### src/rtl/si_tag_pkg.sv
// si_tag_pkg
// Constants shared by the tag encoder and its helpers.
// Defines the raw 32-bit tag word layout:
//   {type[31:30], channel[29:24], subtime[23:12], counter[11:0]}
// It also defines the widths of the decoded tag fields.
package si_tag_pkg;

    localparam logic [1:0] SI_TAG_EVENT_TYPE      = 2'b01;
    localparam int         SI_SUBTICKS_PER_PERIOD = 4000;

    // Raw tag word field positions
    localparam int TAG_TYPE_MSB = 31;
    localparam int TAG_TYPE_LSB = 30;
    localparam int TAG_CHAN_MSB = 29;
    localparam int TAG_CHAN_LSB = 24;
    localparam int TAG_SUB_MSB  = 23;
    localparam int TAG_SUB_LSB  = 12;
    localparam int TAG_CNT_MSB  = 11;
    localparam int TAG_CNT_LSB  = 0;

    // Decoded tag field widths
    localparam int TAG_W       = 32;
    localparam int COARSE_W    = 44;
    localparam int COARSE_LO_W = 12;
    localparam int SUBTIME_W   = 12;
    localparam int CHANNEL_W   = 6;
    localparam int WRAP_W      = COARSE_W - COARSE_LO_W;

endpackage

### src/rtl/si_tag_encoder_if.sv
// si_tag_encoder_if
// Bundles the decoded-tag input stream and the packed-beat output stream.
// Ports inside the bundle:
//   s_axis_tvalid/tready/coarse/subtime/channel/tlast : decoded tag input
//   m_axis_tvalid/tready/tdata/tkeep/tuser/tlast      : packed AXI-Stream beat
// Modports:
//   slave  : the encoder (consumes tags, produces beats)
//   master : the tag source / beat sink around the encoder
interface si_tag_encoder_if
    import si_tag_pkg::*;
#(
    parameter int DATA_WIDTH_OUT = 128,
    parameter int KEEP_WIDTH_OUT = (DATA_WIDTH_OUT + 7) / 8
);

    logic                        s_axis_tvalid;
    logic                        s_axis_tready;
    logic [COARSE_W-1:0]         s_axis_coarse;
    logic [SUBTIME_W-1:0]        s_axis_subtime;
    logic signed [CHANNEL_W-1:0] s_axis_channel;
    logic                        s_axis_tlast;

    logic                        m_axis_tvalid;
    logic                        m_axis_tready;
    logic [DATA_WIDTH_OUT-1:0]   m_axis_tdata;
    logic [KEEP_WIDTH_OUT-1:0]   m_axis_tkeep;
    logic [WRAP_W-1:0]           m_axis_tuser;
    logic                        m_axis_tlast;

    modport slave (
        input  s_axis_tvalid, s_axis_coarse, s_axis_subtime, s_axis_channel, s_axis_tlast,
        output s_axis_tready,
        output m_axis_tvalid, m_axis_tdata, m_axis_tkeep, m_axis_tuser, m_axis_tlast,
        input  m_axis_tready
    );

    modport master (
        output s_axis_tvalid, s_axis_coarse, s_axis_subtime, s_axis_channel, s_axis_tlast,
        input  s_axis_tready,
        input  m_axis_tvalid, m_axis_tdata, m_axis_tkeep, m_axis_tuser, m_axis_tlast,
        output m_axis_tready
    );

endinterface

### src/rtl/si_tag_word_pack.sv
// si_tag_word_pack
// Combinational tag word builder.
// It maps the signed channel to the raw channel number:
//   +n -> n-1
//   -n -> CHANNEL_COUNT-1+n
// It range-checks the channel and the subtime, then assembles the raw 32-bit word.
// Ports:
//   coarse_lo : coarse[11:0], the in-wrap counter field
//   subtime   : sub-period time, valid 0..3999
//   channel   : signed channel, valid +-1..+-CHANNEL_COUNT
//   word      : assembled raw tag word
//   drop      : tag must not be packed (bad channel or subtime)
module si_tag_word_pack
    import si_tag_pkg::*;
#(
    parameter int CHANNEL_COUNT = 20
) (
    input  logic [COARSE_LO_W-1:0]      coarse_lo,
    input  logic [SUBTIME_W-1:0]        subtime,
    input  logic signed [CHANNEL_W-1:0] channel,
    output logic [TAG_W-1:0]            word,
    output logic                        drop
);

    localparam logic signed [CHANNEL_W:0] CH_LIMIT  = (CHANNEL_W + 1)'(CHANNEL_COUNT);
    localparam logic [CHANNEL_W-1:0]      CH_MINUS1 = CHANNEL_W'(CHANNEL_COUNT - 1);
    localparam logic [SUBTIME_W-1:0]      SUB_LIMIT = SUBTIME_W'(SI_SUBTICKS_PER_PERIOD);

    logic signed [CHANNEL_W:0] ch_ext;
    logic signed [CHANNEL_W:0] ch_mag;
    logic [CHANNEL_W-1:0]      ch_num;

    always_comb begin
        // One extra bit so that |-32| does not overflow.
        ch_ext = {channel[CHANNEL_W-1], channel};
        ch_mag = channel[CHANNEL_W-1] ? -ch_ext : ch_ext;

        // The result is only used for valid channels.
        // In that range, modular 6-bit arithmetic gives the exact channel number.
        if (channel[CHANNEL_W-1]) begin
            ch_num = CH_MINUS1 - $unsigned(channel);
        end else begin
            ch_num = $unsigned(channel) - CHANNEL_W'(1);
        end

        drop = (channel == '0) || (ch_mag > CH_LIMIT) || (subtime >= SUB_LIMIT);

        word = '0;
        word[TAG_TYPE_MSB:TAG_TYPE_LSB] = SI_TAG_EVENT_TYPE;
        word[TAG_CHAN_MSB:TAG_CHAN_LSB] = ch_num;
        word[TAG_SUB_MSB:TAG_SUB_LSB]   = subtime;
        word[TAG_CNT_MSB:TAG_CNT_LSB]   = coarse_lo;
    end

endmodule

### src/rtl/si_tag_encoder.sv
// si_tag_encoder
// Packs decoded time tags into raw 32-bit tag words.
// Up to NUMBER_OF_WORDS tags go into one AXI-Stream beat.
// All words of a beat share the rollover count coarse[43:12].
// That count is carried in tuser.
// A beat is closed when any of these happens:
//   - the last slot is filled
//   - an input tlast arrives
//   - the rollover count changes
//   - the accumulator has been idle for FLUSH_TIMEOUT cycles (0 disables this)
// Ports:
//   clk, rst      : single clock, synchronous active-high reset
//   bus (slave)   : s_axis_* tag input, m_axis_* beat output
//   dropped_count : number of dropped tags
// Optional feature:
//   SI_TAG_ENCODER_STATS_EN defined  : dropped_count is a saturating counter.
//   SI_TAG_ENCODER_STATS_EN undefined: dropped_count is tied to zero.
module si_tag_encoder
    import si_tag_pkg::*;
#(
    parameter int CHANNEL_COUNT   = 20,
    parameter int DATA_WIDTH_OUT  = 128,
    parameter int KEEP_WIDTH_OUT  = (DATA_WIDTH_OUT + 7) / 8,
    parameter int NUMBER_OF_WORDS = (DATA_WIDTH_OUT + 31) / 32,
    parameter int FLUSH_TIMEOUT   = 64
) (
    input  logic            clk,
    input  logic            rst,
    si_tag_encoder_if.slave bus,
    output logic [31:0]     dropped_count
);

    localparam int NOW    = NUMBER_OF_WORDS;
    localparam int CNT_W  = $clog2(NOW);
    localparam int ACC_W  = NOW * TAG_W;
    localparam int KACC_W = NOW * 4;
    localparam int IDLE_W = (FLUSH_TIMEOUT > 1) ? $clog2(FLUSH_TIMEOUT) : 1;

    localparam logic [IDLE_W-1:0] IDLE_LAST  = IDLE_W'((FLUSH_TIMEOUT > 1) ? FLUSH_TIMEOUT - 1 : 0);
    localparam logic [CNT_W-1:0]  SLOT_LAST  = CNT_W'(NOW - 1);
    localparam bit                TIMEOUT_EN = (FLUSH_TIMEOUT > 0);

    logic [TAG_W-1:0]  tag_word;
    logic              tag_drop;
    logic [WRAP_W-1:0] tag_wrap;
    logic              out_free;
    logic              tag_ready;
    logic              accept;
    logic              acc_busy;

    // Accumulator
    logic [CNT_W-1:0]            acc_cnt, acc_cnt_nxt;
    logic [WRAP_W-1:0]           acc_wrap, acc_wrap_nxt;
    logic [NOW-1:0][TAG_W-1:0]   acc_data, acc_data_nxt;
    logic [NOW-1:0][3:0]         acc_keep, acc_keep_nxt;
    logic                        acc_last_pend, acc_last_pend_nxt;
    logic [IDLE_W-1:0]           idle_cnt, idle_cnt_nxt;

    // Accumulator with the incoming tag placed in slot acc_cnt
    logic [NOW-1:0][TAG_W-1:0]   ins_data;
    logic [NOW-1:0][3:0]         ins_keep;

    logic flush_acc;
    logic flush_last;

    // Output register
    logic              beat_vld_p1, beat_vld_nxt;
    logic [ACC_W-1:0]  beat_data_p1, beat_data_nxt;
    logic [KACC_W-1:0] beat_keep_p1, beat_keep_nxt;
    logic [WRAP_W-1:0] beat_user_p1, beat_user_nxt;
    logic              beat_last_p1, beat_last_nxt;

    si_tag_word_pack #(
        .CHANNEL_COUNT (CHANNEL_COUNT)
    ) u_pack (
        .coarse_lo (bus.s_axis_coarse[COARSE_LO_W-1:0]),
        .subtime   (bus.s_axis_subtime),
        .channel   (bus.s_axis_channel),
        .word      (tag_word),
        .drop      (tag_drop)
    );

    assign tag_wrap  = bus.s_axis_coarse[COARSE_W-1:COARSE_LO_W];
    assign out_free  = !beat_vld_p1 || bus.m_axis_tready;
    // A pending tlast holds off new tags until its beat has been emitted.
    assign tag_ready = out_free && !acc_last_pend;
    assign accept    = bus.s_axis_tvalid && tag_ready;
    assign acc_busy  = (acc_cnt != '0);

    always_comb begin
        ins_data = acc_data;
        ins_keep = acc_keep;
        for (int i = 0; i < NOW; i++) begin
            if (CNT_W'(i) == acc_cnt) begin
                ins_data[i] = tag_word;
                ins_keep[i] = 4'hF;
            end
        end
    end

    always_comb begin
        acc_cnt_nxt       = acc_cnt;
        acc_wrap_nxt      = acc_wrap;
        acc_data_nxt      = acc_data;
        acc_keep_nxt      = acc_keep;
        acc_last_pend_nxt = acc_last_pend;
        idle_cnt_nxt      = idle_cnt;
        beat_vld_nxt      = beat_vld_p1 && !bus.m_axis_tready;
        beat_data_nxt     = beat_data_p1;
        beat_keep_nxt     = beat_keep_p1;
        beat_user_nxt     = beat_user_p1;
        beat_last_nxt     = beat_last_p1;
        flush_acc         = 1'b0;
        flush_last        = 1'b0;

        if (accept || !acc_busy) begin
            idle_cnt_nxt = '0;
        end else if (idle_cnt != IDLE_LAST) begin
            idle_cnt_nxt = idle_cnt + IDLE_W'(1);
        end

        if (accept && !tag_drop) begin
            if (acc_busy && (tag_wrap != acc_wrap)) begin
                // Rollover changed: the old words go out and the tag starts a new beat.
                beat_vld_nxt      = 1'b1;
                beat_data_nxt     = acc_data;
                beat_keep_nxt     = acc_keep;
                beat_user_nxt     = acc_wrap;
                beat_last_nxt     = 1'b0;
                acc_data_nxt      = '0;
                acc_data_nxt[0]   = tag_word;
                acc_keep_nxt      = '0;
                acc_keep_nxt[0]   = 4'hF;
                acc_cnt_nxt       = CNT_W'(1);
                acc_wrap_nxt      = tag_wrap;
                acc_last_pend_nxt = bus.s_axis_tlast;
            end else if ((acc_cnt == SLOT_LAST) || bus.s_axis_tlast) begin
                beat_vld_nxt  = 1'b1;
                beat_data_nxt = ins_data;
                beat_keep_nxt = ins_keep;
                beat_user_nxt = tag_wrap;
                beat_last_nxt = bus.s_axis_tlast;
                acc_cnt_nxt   = '0;
                acc_data_nxt  = '0;
                acc_keep_nxt  = '0;
            end else begin
                acc_data_nxt = ins_data;
                acc_keep_nxt = ins_keep;
                acc_cnt_nxt  = acc_cnt + CNT_W'(1);
                acc_wrap_nxt = tag_wrap;
            end
        end else if (accept) begin
            // A dropped tag still closes the packet if words are waiting.
            if (bus.s_axis_tlast && acc_busy) begin
                flush_acc  = 1'b1;
                flush_last = 1'b1;
            end
        end else if (acc_last_pend && out_free) begin
            flush_acc         = 1'b1;
            flush_last        = 1'b1;
            acc_last_pend_nxt = 1'b0;
        end else if (TIMEOUT_EN && acc_busy && out_free && (idle_cnt == IDLE_LAST)) begin
            flush_acc  = 1'b1;
            flush_last = 1'b0;
        end

        if (flush_acc) begin
            beat_vld_nxt  = 1'b1;
            beat_data_nxt = acc_data;
            beat_keep_nxt = acc_keep;
            beat_user_nxt = acc_wrap;
            beat_last_nxt = flush_last;
            acc_cnt_nxt   = '0;
            acc_data_nxt  = '0;
            acc_keep_nxt  = '0;
            idle_cnt_nxt  = '0;
        end
    end

    always_ff @(posedge clk) begin
        if (rst) begin
            acc_cnt       <= '0;
            acc_wrap      <= '0;
            acc_data      <= '0;
            acc_keep      <= '0;
            acc_last_pend <= 1'b0;
            idle_cnt      <= '0;
            beat_vld_p1   <= 1'b0;
            beat_data_p1  <= '0;
            beat_keep_p1  <= '0;
            beat_user_p1  <= '0;
            beat_last_p1  <= 1'b0;
        end else begin
            acc_cnt       <= acc_cnt_nxt;
            acc_wrap      <= acc_wrap_nxt;
            acc_data      <= acc_data_nxt;
            acc_keep      <= acc_keep_nxt;
            acc_last_pend <= acc_last_pend_nxt;
            idle_cnt      <= idle_cnt_nxt;
            beat_vld_p1   <= beat_vld_nxt;
            beat_data_p1  <= beat_data_nxt;
            beat_keep_p1  <= beat_keep_nxt;
            beat_user_p1  <= beat_user_nxt;
            beat_last_p1  <= beat_last_nxt;
        end
    end

    assign bus.s_axis_tready = tag_ready;
    assign bus.m_axis_tvalid = beat_vld_p1;
    assign bus.m_axis_tdata  = beat_data_p1[DATA_WIDTH_OUT-1:0];
    assign bus.m_axis_tkeep  = beat_keep_p1[KEEP_WIDTH_OUT-1:0];
    assign bus.m_axis_tuser  = beat_user_p1;
    assign bus.m_axis_tlast  = beat_last_p1;

`ifdef SI_TAG_ENCODER_STATS_EN
    logic        drop_inc;
    logic [31:0] drop_cnt;

    function automatic logic [31:0] sat_inc(input logic [31:0] v);
        return (v == 32'hFFFF_FFFF) ? v : v + 32'd1;
    endfunction

    assign drop_inc = accept && tag_drop;

    always_ff @(posedge clk) begin
        if (rst) begin
            drop_cnt <= '0;
        end else if (drop_inc) begin
            drop_cnt <= sat_inc(drop_cnt);
        end
    end

    assign dropped_count = drop_cnt;
`else
    assign dropped_count = '0;
`endif

endmodule
### src/flat_wrapper.sv
// flat-port wrapper written by rule: the top's interface ports become plain ports
module si_tag_encoder_flat import si_tag_pkg::*;
#(
    parameter int CHANNEL_COUNT   = 20,
    parameter int DATA_WIDTH_OUT  = 128,
    parameter int KEEP_WIDTH_OUT  = (DATA_WIDTH_OUT + 7) / 8,
    parameter int NUMBER_OF_WORDS = (DATA_WIDTH_OUT + 31) / 32,
    parameter int FLUSH_TIMEOUT   = 64
)
  (clk, rst, dropped_count, bus_s_axis_tvalid, bus_s_axis_coarse, bus_s_axis_subtime, bus_s_axis_channel, bus_s_axis_tlast, bus_s_axis_tready, bus_m_axis_tvalid, bus_m_axis_tdata, bus_m_axis_tkeep, bus_m_axis_tuser, bus_m_axis_tlast, bus_m_axis_tready);
  si_tag_encoder_if #(.DATA_WIDTH_OUT(DATA_WIDTH_OUT), .KEEP_WIDTH_OUT(KEEP_WIDTH_OUT)) bus_i ();
  input  logic clk;
  input  logic rst;
  output logic [31:0] dropped_count;
  input wire logic [$bits(bus_i.s_axis_tvalid)-1:0] bus_s_axis_tvalid;
  input wire logic [$bits(bus_i.s_axis_coarse)-1:0] bus_s_axis_coarse;
  input wire logic [$bits(bus_i.s_axis_subtime)-1:0] bus_s_axis_subtime;
  input wire logic [$bits(bus_i.s_axis_channel)-1:0] bus_s_axis_channel;
  input wire logic [$bits(bus_i.s_axis_tlast)-1:0] bus_s_axis_tlast;
  output wire logic [$bits(bus_i.s_axis_tready)-1:0] bus_s_axis_tready;
  output wire logic [$bits(bus_i.m_axis_tvalid)-1:0] bus_m_axis_tvalid;
  output wire logic [$bits(bus_i.m_axis_tdata)-1:0] bus_m_axis_tdata;
  output wire logic [$bits(bus_i.m_axis_tkeep)-1:0] bus_m_axis_tkeep;
  output wire logic [$bits(bus_i.m_axis_tuser)-1:0] bus_m_axis_tuser;
  output wire logic [$bits(bus_i.m_axis_tlast)-1:0] bus_m_axis_tlast;
  input wire logic [$bits(bus_i.m_axis_tready)-1:0] bus_m_axis_tready;
  assign bus_i.s_axis_tvalid = bus_s_axis_tvalid;
  assign bus_i.s_axis_coarse = bus_s_axis_coarse;
  assign bus_i.s_axis_subtime = bus_s_axis_subtime;
  assign bus_i.s_axis_channel = bus_s_axis_channel;
  assign bus_i.s_axis_tlast = bus_s_axis_tlast;
  assign bus_s_axis_tready = bus_i.s_axis_tready;
  assign bus_m_axis_tvalid = bus_i.m_axis_tvalid;
  assign bus_m_axis_tdata = bus_i.m_axis_tdata;
  assign bus_m_axis_tkeep = bus_i.m_axis_tkeep;
  assign bus_m_axis_tuser = bus_i.m_axis_tuser;
  assign bus_m_axis_tlast = bus_i.m_axis_tlast;
  assign bus_i.m_axis_tready = bus_m_axis_tready;
  si_tag_encoder #(.CHANNEL_COUNT(CHANNEL_COUNT), .DATA_WIDTH_OUT(DATA_WIDTH_OUT), .KEEP_WIDTH_OUT(KEEP_WIDTH_OUT), .NUMBER_OF_WORDS(NUMBER_OF_WORDS), .FLUSH_TIMEOUT(FLUSH_TIMEOUT)) u_core (.clk(clk), .rst(rst), .bus(bus_i), .dropped_count(dropped_count));
endmodule
### config.mk
export PLATFORM = sky130hd
export DESIGN_NAME = si_tag_encoder_flat
export DESIGN_NICKNAME = d
export VERILOG_FILES = /design/src/rtl/si_tag_pkg.sv /design/src/rtl/si_tag_encoder_if.sv /design/src/rtl/si_tag_word_pack.sv /design/src/rtl/si_tag_encoder.sv /design/src/flat_wrapper.sv
export SDC_FILE = /design/constraint.sdc
export NUM_CORES = 1
export LEC_CHECK = 0
export ABC_AREA = 1
export BUFFER_PORTS_ARGS = -buffer_cell sky130_fd_sc_hd__buf_2
export CAP_MARGIN = 40
export CORE_ASPECT_RATIO = 2
export CORE_MARGIN = 5
export CORE_UTILIZATION = 50
export CTS_BUF_LIST = sky130_fd_sc_hd__clkbuf_4 sky130_fd_sc_hd__clkbuf_8 sky130_fd_sc_hd__clkbuf_16
export DETAILED_ROUTE_END_ITERATION = 10
export PLACE_DENSITY = 0.73
export SYNTH_ARGS = -nofsm -noshare
export SYNTH_HDL_FRONTEND = slang
export SYNTH_SLANG_ARGS = --single-unit
### constraint.sdc
create_clock -name clk -period 2.15 [get_ports clk]
set_input_delay 0.1075 -clock clk [delete_from_list [all_inputs] [get_ports clk]]
set_output_delay 0.1075 -clock clk [all_outputs]
set_load 0.005 [all_outputs]
==> impl_metrics.ini <==
[outcome]
status = finished with violations
violations = setup timing

[clocking]
clock_path_buffers = 3
cts_buffers = 36
tritoncts = built
insertion_delay_ps = 540
cts.sinks = 363
cts.clk_slew.worst_paths_ps = 60
cts_htree_levels = 2
cts_root_buffer = clkbuf_16

[route]
routed_via_density = 5.14
routed_wl_um = 72200
vias = 21800
drcViolationCount = 0
drtAntennaViolNets = 0
avgRoutedWirePerCell_um = 17.0
drtIter0Drc = 1681
first_pass_iters = 6

[sta]
slew_headroom_pct = 50.0
setup_viol = 38
finalMaxSlewViolations = 0
finalCritPeriodShare_pct = 102
skew_ps = 20.8
worstMarginPinSlew_ps = 747
worst_slack_ps = -51.5
max_freq_ghz = 0.454
rsz0062_at_grt = yes
hold_viol = 0
finalCriticalPeriod_ps = 2200
tns_ps = -636

[power_and_ir_drop]
p_int_mw = 15.6
p_sw_mw = 9.43
seqPwrFrac_pct = 32.9
power.static_leakage_nw = 13.8
sw_frac_of_total_pct = 37.6
clkPwrFrac_pct = 25.4
p_total_mw = 25.1
power-per-cell-area_mw_per_mm2 = 949
vdd_ir_drop_max_uv = 629
pwr-share-comb_pct = 41.7

[setup_path]
critPathCaptureType = flop
slowest_stage = dfxtp_1
reg2reg_depth = 15
start_kind = flop
critPathRequiredTime_ps = 2620
reg2reg_from = u_core.acc_wrap[19]
r2r_slack_ps = -50
critical-path-max-stage-delay_ps = 320
crit_fanout = 26
cpMostUsedCell = nand2_1
r2r_end = u_core.bus.m_axis_tdata[114]
worst-path-buf-inv = 3
path_class = reg2reg
worstPathArrival_ps = 2670
path_cells = xnor2_1 > nand2_1 > nor2_1 > nand2_1 > nor2_1 > nand2_2 > nand2_4 > buf_12 > nand2_8 > clkbuf_16 > nand2_1 > nand2_1 > nand2_1 > inv_1 > nor2_1
crit_family = simple AND/OR/NAND/NOR gates

[die]
design.die.area_mm2 = 0.0447
fp.dieW_um = 152
io_pins = 278
rows = 104
start_util_pct = 50.3
core_mm2 = 0.0401
die_h_um = 294

[run]
maxCapViolations = 0

[place]
hpwl_um = 43300
place_congestion = 0.953
port_buffers = 245

[synth]
ys_types = 32
syn_avg_cell_area_um2 = 6.00
ys_seq_area_share_pct = 36.0
syn_area_mm2 = 0.0202
synthCells = 3364
ys_ff_latch = 363
ys_warn_count = 0

[global_routing]
antenna_found_initial = 6
grt-ovfl-total = 0
gr-usage-all-layers_pct = 27.1
grt_pass1_wl_um = 100000
grt_max_degree = 69
grt_pass1_vias = 19000

[layout]
nets = 3762
area_growth_pct = 30.9
drive_above_1_share_pct = 18.1

[worst_hold_path]
whs_endpoint = u_core.acc_last_pend
whs_path_depth = 4
hold_path.class = in2reg
hp-start = bus_s_axis_tlast
cell type report:
type,instances,area [µm²]
inverter,655,2480
multi-input combinational,2140,10300
antenna,4,10.0
fill,3580,13700
clock inverter,6,40.0
clock buffer,57,1110
timing repair buffer,491,4560
sequential,363,7270
tap,530,663
how the worst max path moves through the flow:
stage,start,to,slack [ps],depth (start not counted)
floorplan,u_core.idle_cnt[0],u_core.bus.m_axis_tdata[100],70,15
global route,u_core.acc_wrap[25],u_core.acc_data[109],-180,15
CTS,u_core.acc_wrap[25],u_core.acc_keep[13],-5,14
detailed placement,bus_s_axis_channel[0],u_core.bus.m_axis_tdata[2],-140,17
global placement,bus_s_axis_channel[0],u_core.bus.m_axis_tdata[10],-110,16
finish,u_core.acc_wrap[19],u_core.bus.m_axis_tdata[114],-50,15
cells in the final DEF (no fill, tap or decap), drive strengths merged, types with 2 or more instances in the layout:
| cell type | netlist | final |
|---|---|---|
| a21boi | 2 | 2 |
| a21oi | 73 | 73 |
| buf | 147 | 404 |
| clkbuf | 95 | 86 |
| clkinv | 0 | 3 |
| conb | 1 | 32 |
| dfxtp | 363 | 363 |
| diode | 0 | 4 |
| dlygate4sd3 | 0 | 58 |
| ha | 8 | 8 |
| inv | 655 | 657 |
| nand2 | 983 | 988 |
| nand3 | 351 | 351 |
| nand3b | 24 | 24 |
| nand4 | 2 | 2 |
| nor2 | 379 | 379 |
| nor3 | 5 | 5 |
| o21ai | 158 | 158 |
| o22ai | 90 | 90 |
| xnor2 | 21 | 21 |
| xor2 | 4 | 4 |
metrics by stage:
step / std cells / setup WS (ps) / hold WS [ps] / cell area [µm²] / util, %
2_1_floorplan: 3395 / 69.5 / 242 / 20300 / -
3_5_place_dp: 4068 / -140 / 374 / 22700 / 56.6
6_report: 4246 / -51.5 / 33.2 / 26400 / 65.9
3_3_place_gp: 4067 / -112 / 365 / 22700 / 56.6
4_1_cts: 4190 / -5.23 / 9.22 / 24500 / 61.1
5_1_grt: 4244 / -182 / 58.4 / 26400 / 65.9
per-layer routing:
| layer | up-vias | track usage (%) | wire (µm) |
|---|---|---|---|
| met2 | 1022 | 47.1 | 35300 |
| met1 | 9759 | 30.8 | 25100 |
| met3 | 309 | 3.27 | 4770 |
| met4 | 4 | 19.3 | 7010 |
| met5 | - | 0 | 29 |
| li1 | 10700 | - | - |
cell usage after synthesis (all sizes together):
library cell	n	share of area, %
conb	1	0.019
dfxtp	363	36
a21boi	2	0.074
or2	1	0.031
o22ai	90	2.8
o211ai	1	0.037
a21oi	73	1.8
xnor2	21	0.91
inv	655	12
nand4	2	0.062
nand2	983	18
nor3	5	0.18
ha	8	0.50
nand3	351	8.7
nor2	379	7.2
clkbuf	95	1.8
xor2	4	0.17
nand3b	24	0.89
o21ai	158	3.9
buf	147	4.4
a31oi	1	0.031
registers in the layout (all words and copies together), names as in the netlist:
register,flops
u_core.bus.m_axis_tkeep,16
u_core.acc_data,128
u_core.bus.m_axis_tdata,128
u_core.acc_cnt,2
u_core.idle_cnt,6
u_core.bus.m_axis_tvalid,1
u_core.acc_keep,16
u_core.bus.m_axis_tlast,1
u_core.acc_wrap,32
u_core.bus.m_axis_tuser,32
u_core.acc_last_pend,1
worst register-to-register path, cell delays in order (launching register included):
cell and delay [ps]:
dfxtp_1 320, xnor2_1 280, nand2_1 90, nor2_1 120, nand2_1 70, nor2_1 130
nand2_2 90, nand2_4 130, buf_12 170, nand2_8 150, clkbuf_16 260, nand2_1 90
nand2_1 70, nand2_1 70, inv_1 50, nor2_1 70
logic make-up after synthesis:
family                   after synthesis  synth area share [%]
adder cells (fa/ha/maj)                8                 0.496
other                                  1                0.0186
flip-flops                           363                  36.0
XOR/XNOR                              25                  1.09
buffers and inverters                897                  18.3
AO/OA/AOI/OAI                        325                  8.68
AND/OR/NAND/NOR                     1745                  35.4
power by group through the flow:
stage / Clock, mW / Combinational (mW) / Sequential (mW)
global route: 6.70 / 11.5 / 8.35
CTS: 6.45 / 8.83 / 8.23
floorplan: 0 / 5.51 / 8.38
finish: 6.36 / 10.5 / 8.24
global placement: 0 / 8.59 / 8.36
detailed placement: 0 / 8.66 / 8.37
repair_timing:
item | 4_1_cts | 5_1_grt
gates resized for setup | 13 | 194
pin swaps | 3 | 33
endpoints found under the setup margin | 296 | 363
gates cloned | 0 | 44
hold endpoints to repair | 62 | 0
setup buffers | 1 | 9
hold buffers | 58 | 0
Note: power is estimated with default switching activity, not from simulation.
